## config.mk

```make
export PLATFORM = sky130hd
export DESIGN_NAME = param_scan_mux
export DESIGN_NICKNAME = d
export VERILOG_FILES = /design/src/rtl/mux_pkg.sv /design/src/rtl/dwell_counter.sv /design/src/rtl/param_scan_mux.sv
export SDC_FILE = /design/constraint.sdc
export NUM_CORES = 1
export LEC_CHECK = 0
export BUFFER_PORTS_ARGS = -buffer_cell sky130_fd_sc_hd__buf_2
export CAP_MARGIN = 20
export CORE_MARGIN = 2
export CORE_UTILIZATION = 40
export DETAILED_ROUTE_END_ITERATION = 7
export HOLD_SLACK_MARGIN = 0.05
export PLACE_DENSITY = 0.69
export SYNTH_ARGS = -nofsm -noshare
export SYNTH_HDL_FRONTEND = slang
export SYNTH_SLANG_ARGS = --single-unit
```

## constraint.sdc

```tcl
create_clock -name clk -period 1.72 [get_ports clk]
set_input_delay 0.086 -clock clk [delete_from_list [all_inputs] [get_ports clk]]
set_output_delay 0.086 -clock clk [all_outputs]
set_load 0.05 [all_outputs]
```

## src/rtl/mux_pkg.sv

```systemverilog
// Shared constants for the scanning multiplexer: FSM state encodings and mode values.
package mux_pkg;
  typedef logic [1:0] state_t;

  localparam state_t IDLE   = 2'd0;
  localparam state_t MANUAL = 2'd1;
  localparam state_t SCAN   = 2'd2;

  localparam logic MODE_MANUAL = 1'b0;
  localparam logic MODE_SCAN   = 1'b1;
endpackage

```

## src/rtl/dwell_counter.sv

```systemverilog
// Counts the cycles a channel has been held in scan mode; last flags the final dwell cycle.
module dwell_counter #(
  parameter int DWELL = 4
) (
  input  logic clk,
  input  logic rst_n,
  input  logic clr,
  input  logic inc,
  output logic last
);
  // Keep at least one bit so DWELL=1 still elaborates; last is then permanently high.
  localparam int CW = (DWELL > 1) ? $clog2(DWELL) : 1;
  localparam logic [CW-1:0] LASTV = CW'(DWELL - 1);

  logic [CW-1:0] count;

  assign last = (count == LASTV);

  always_ff @(posedge clk or negedge rst_n) begin
    if (!rst_n) begin
      count <= '0;
    end else if (clr) begin
      count <= '0;
    end else if (inc) begin
      count <= last ? '0 : count + CW'(1);
    end
  end
endmodule

```

## src/rtl/param_scan_mux.sv

```systemverilog
// Registered N-channel multiplexer: manual selection via sel, or autonomous scan with
// a programmable dwell per channel and a wrap pulse on every return to channel 0.
module param_scan_mux
  import mux_pkg::*;
#(
  parameter  int NCH   = 8,
  parameter  int W     = 1,
  parameter  int DWELL = 4,
  localparam int SELW  = $clog2(NCH)
) (
  input  logic            clk,
  input  logic            rst_n,
  input  logic [NCH*W-1:0] a,
  input  logic [SELW-1:0] sel,
  input  logic            mode,
  input  logic            en,
  output logic [W-1:0]    y,
  output logic [SELW-1:0] ch,
  output logic            valid,
  output logic            wrap
);
  localparam logic [SELW-1:0] LASTCH = SELW'(NCH - 1);
  localparam logic [SELW:0]   NCH_V  = (SELW + 1)'(NCH);

  state_t          state, state_nx;
  logic [SELW-1:0] ch_nx, idx, ch_next;
  logic [W-1:0]    ch_data;
  logic            valid_nx, wrap_nx, hold, clr, inc, dwell_last, sel_ok;

  assign sel_ok  = ({1'b0, sel} < NCH_V);
  assign ch_next = (ch == LASTCH) ? '0 : ch + SELW'(1);

  dwell_counter #(.DWELL(DWELL)) u_dwell (
    .clk  (clk),
    .rst_n(rst_n),
    .clr  (clr),
    .inc  (inc),
    .last (dwell_last)
  );

  always_ff @(posedge clk or negedge rst_n) begin
    if (!rst_n) state <= IDLE;
    else        state <= state_nx;
  end

  always_comb begin
    state_nx = IDLE;
    if (en) state_nx = (mode == MODE_SCAN) ? SCAN : MANUAL;
  end

  // Decisions are keyed on the state being entered, so en/mode take effect on this edge.
  always_comb begin
    ch_nx    = ch;
    idx      = ch;
    valid_nx = 1'b0;
    wrap_nx  = 1'b0;
    hold     = 1'b1;
    clr      = 1'b1;
    inc      = 1'b0;
    case (state_nx)
      MANUAL: begin
        hold     = 1'b0;
        ch_nx    = sel;
        idx      = sel;
        valid_nx = sel_ok;
      end
      SCAN: begin
        hold     = 1'b0;
        valid_nx = 1'b1;
        if (state != SCAN) begin
          ch_nx = '0;
          idx   = '0;
        end else begin
          clr = 1'b0;
          inc = 1'b1;
          if (dwell_last) begin
            ch_nx   = ch_next;
            idx     = ch_next;
            wrap_nx = (ch == LASTCH);
          end
        end
      end
      default: ;
    endcase
  end

  // Out-of-range indices match no channel and yield zero.
  always_comb begin
    ch_data = '0;
    for (int k = 0; k < NCH; k++) begin
      if (idx == SELW'(k)) ch_data = a[k*W +: W];
    end
  end

  always_ff @(posedge clk or negedge rst_n) begin
    if (!rst_n) begin
      y     <= '0;
      ch    <= '0;
      valid <= 1'b0;
      wrap  <= 1'b0;
    end else begin
      if (!hold) begin
        y  <= ch_data;
        ch <= ch_nx;
      end
      valid <= valid_nx;
      wrap  <= wrap_nx;
    end
  end
endmodule

```

==> results.sh <==
export IMPL_status="finished, violations left"
export IMPL_failed_checks="setup timing"
export IMPL_netlist_instances=56
export IMPL_io_pins=21
export IMPL_start_kind="register"
export IMPL_path_common_cell="ha_4"
export IMPL_place_congestion=0.818
export IMPL_clock_sinks=10
export IMPL_muxShareOfSynthArea=0.0747
export IMPL_antenna_found_initial=0
export IMPL_synth_top_area_frac=0.415
export IMPL_fin_util=0.572
export IMPL_netlist_area_um2=603
export IMPL_peakVddDrop_v=0.000569
export IMPL_fin_skew_ns=0.00342
export IMPL_fin_ws_ns=-0.0875
export IMPL_synth_seq_cells=10
export IMPL_fmax_ghz=0.553
export IMPL_synth_simple_area_share=0.164
export IMPL_synth_adder_area_share=0.0622
export IMPL_synth_area_per_cell_um2=10.8
export IMPL_synth_top_family_by_area="compound AO/OA/AOI/OAI gates"
export IMPL_antenna_left=0
export IMPL_crit_path_end_kind="register"
export IMPL_drt_met1_wl_um=532
export IMPL_fin_crit_ns=1.81
export IMPL_cts_max_level=1
export IMPL_path_class="reg -> reg"
export IMPL_synth_compound_area_frac=0.210
export IMPL_finalCritPeriodShare=1.05
export IMPL_yosys_area_top_type="dfrtp_1"
export IMPL_core_mm2=0.00145
export IMPL_dp_hpwl_um=1120
export IMPL_cp_required_ns=1.86
export IMPL_met2RoutedLength_um=726
export IMPL_hold_class="in -> reg"
export IMPL_synth_area_top_cells="dfrtp_1 (41%), ha_1 (6.2%), mux2i_1 (5.0%)"
export IMPL_vias=542
export IMPL_dp_slack_ns=-0.156
export IMPL_rsz0062_at_grt="yes"
export IMPL_drive_gt1_frac=0.536
export IMPL_hold_start="en"
export IMPL_cts_setup_buffers=0
export IMPL_ys_top_cells_by_count="dfrtp_1 (10), inv_1 (5), nor2_1 (5), o21ai_0 (5)"
export IMPL_yosysMostFrequentCell="dfrtp_1"
export IMPL_tightest_slew_ns=0.378
export IMPL_postLayoutCellArea_um2=832
export IMPL_worstRegToRegCells=8
export IMPL_reg2reg_slack_ns=-0.09
export IMPL_rows=14
export IMPL_synthToLayoutAreaGrowth_pct=38.0
export IMPL_cts_root_buffer="clkbuf_4"
export IMPL_cp_arrival_ns=1.95
export IMPL_setup_viol=1
export IMPL_grt_pass1_vias=557
export IMPL_wl_per_cell_um=13.8
export IMPL_max_slew_margin=0.746
export IMPL_highest_layer="met4"
export IMPL_worstHoldPathCells=1
export IMPL_start_util=0.415
export IMPL_ys_seq_area_frac=0.415
export IMPL_synth_edff_count=0
export IMPL_clockBufferDepth=2
export IMPL_clk_latency_ns=0.26
export IMPL_grt_max_degree=13
export IMPL_grt_pass1_wl_um=2300
export IMPL_cap_violations=0
export IMPL_antenna_cells=0
export IMPL_rr_startpoint="ch[1]$_DFFE_PN0N_"
export IMPL_finalHoldViolCount=0
export IMPL_dieWidth_um=42.8
export IMPL_synth_nets=74
export IMPL_drt_total_wl_um=1380
export IMPL_first_pass_iters=4
export IMPL_multi_input_area_um2=348
export IMPL_drc=0
export IMPL_dieArea_mm2=0.00183
export IMPL_fill_cells=131
export IMPL_setup_tns_ns=-0.0875
export IMPL_post_dp_cell_area_um2=771
export IMPL_dieHeight_um=42.8
export IMPL_synth_xor_area_frac=0
export IMPL_grt_usage=0.172
export IMPL_vias_per_cell=5.42
export IMPL_cts_tree="built"
export IMPL_grt_overflow=0
export IMPL_crit_chain="ha_4, ha_4, nor2_2, mux2_4, and2_2, o21ai_0, a22o_1, o221ai_2"
export IMPL_power_density_mw_per_mm2=775
export IMPL_ys_types=27
export IMPL_cts_buffers_inserted=3
export IMPL_cts_clk_slew_worst_paths_ns=0.06
export IMPL_port_buffers=20
export IMPL_synthFlopType="dfrtp_1"
export IMPL_min_to="valid$_DFF_PN0_"
export IMPL_r2r_end="y$_DFFE_PN0N_"
export IMPL_synthArstFlopShare=1.00
export IMPL_slowest_stage="dfrtp_2"
export IMPL_drv_slew=0
export IMPL_yosys_warnings=0
export IMPL_crit_fanout=2
export IMPL_seqCellArea_um2=254
export IMPL_nNetsFinal=103
export IMPL_leakagePower_nw=0.401
export IMPL_cpPeakStageDelay_ns=0.39
export IMPL_drtIter0Drc=26
export IMPL_wl_met3_um=88
export IMPL_power_uw=645
-- worst max-delay path by stage --
stage	from	end	slack [ns]	cells past startpoint
2_1_floorplan	ch[0]$_DFFE_PN0N_	y$_DFFE_PN0N_	-0.15	8
4_1_cts	ch[1]$_DFFE_PN0N_	y$_DFFE_PN0N_	-0.09	8
3_5_place_dp	u_dwell.count[0]$_DFFE_PN0P_	y$_DFFE_PN0N_	-0.16	6
6_report	ch[1]$_DFFE_PN0N_	y$_DFFE_PN0N_	-0.09	8
3_3_place_gp	u_dwell.count[0]$_DFFE_PN0P_	y$_DFFE_PN0N_	-0.09	6
5_1_grt	ch[1]$_DFFE_PN0N_	y$_DFFE_PN0N_	-0.17	8
-- state kept, by name, summed over array words and instances, names as in the netlist --
register and cells:
ch 3, state 2, u_dwell.count 2, valid 1, wrap 1, y 1
-- power breakdown --
part / switching [mW] / total, mW / leakage [nW] / internal [mW]
logic: 0.104 / 0.175 / 0.255 / 0.0707
registers: 0.0121 / 0.263 / 0.125 / 0.251
clock network: 0.0790 / 0.207 / 0.0210 / 0.129
-- per-stage QoR --
| stage | hold slack, ns | cells |
|---|---|---|
| global placement | -0.0446 | 95 |
| detailed placement | -0.0432 | 95 |
| CTS | 0.0603 | 100 |
| global route | 0.0611 | 100 |
| finish | 0.0636 | 100 |
| floorplan | -0.210 | 56 |
-- cell families (layout without fill, tap and decap cells) --
family / after synthesis / in the layout
multiplexers: 4 / 4
flip-flops: 10 / 10
AO/OA/AOI/OAI: 15 / 15
buffers and inverters: 8 / 36
AND/OR/NAND/NOR: 16 / 16
adder cells (fa/ha/maj): 3 / 3
-- cells in the final DEF, fill, tap and decap left out, types with 2 or more instances in the layout --
master    instances
inv_1             5
buf_2            20
nor2_1            4
buf_4             6
and2_1            2
a22o_1            2
mux2i_1           3
o211ai_1          2
o21ai_0           5
clkbuf_4          3
dfrtp_1           7
ha_4              3
dfrtp_2           3
-- worst max-delay path: cells and delay by family, from the launching register on --
kind | cells | cell delay (ns)
compound gates | 3 | 0.52
fa+ha+maj | 2 | 0.26
flops | 1 | 0.39
mux | 1 | 0.27
simple gates | 2 | 0.24
-- repair_timing --
item,in CTS,in global routing
resized for setup,2,1
hold buffers,1,0
setup endpoints to repair,1,1
hold endpoints to repair,10,0
-- routing by layer --
| metal | GRT usage | up-vias |
|---|---|---|
| met2 | 0.294 | 23 |
| li1 | - | 257 |
| met5 | 0 | - |
| met1 | 0.188 | 256 |
| met4 | 0.0813 | 0 |
| met3 | 0.0596 | 6 |
-- final cells by class --
type,instances,area share
clock buffer,4,0.0436
inverter,5,0.0226
multi-input combinational,38,0.418
sequential,10,0.305
tap,16,0.0241
timing repair buffer,27,0.186
(Power assumes the default switching activity.)
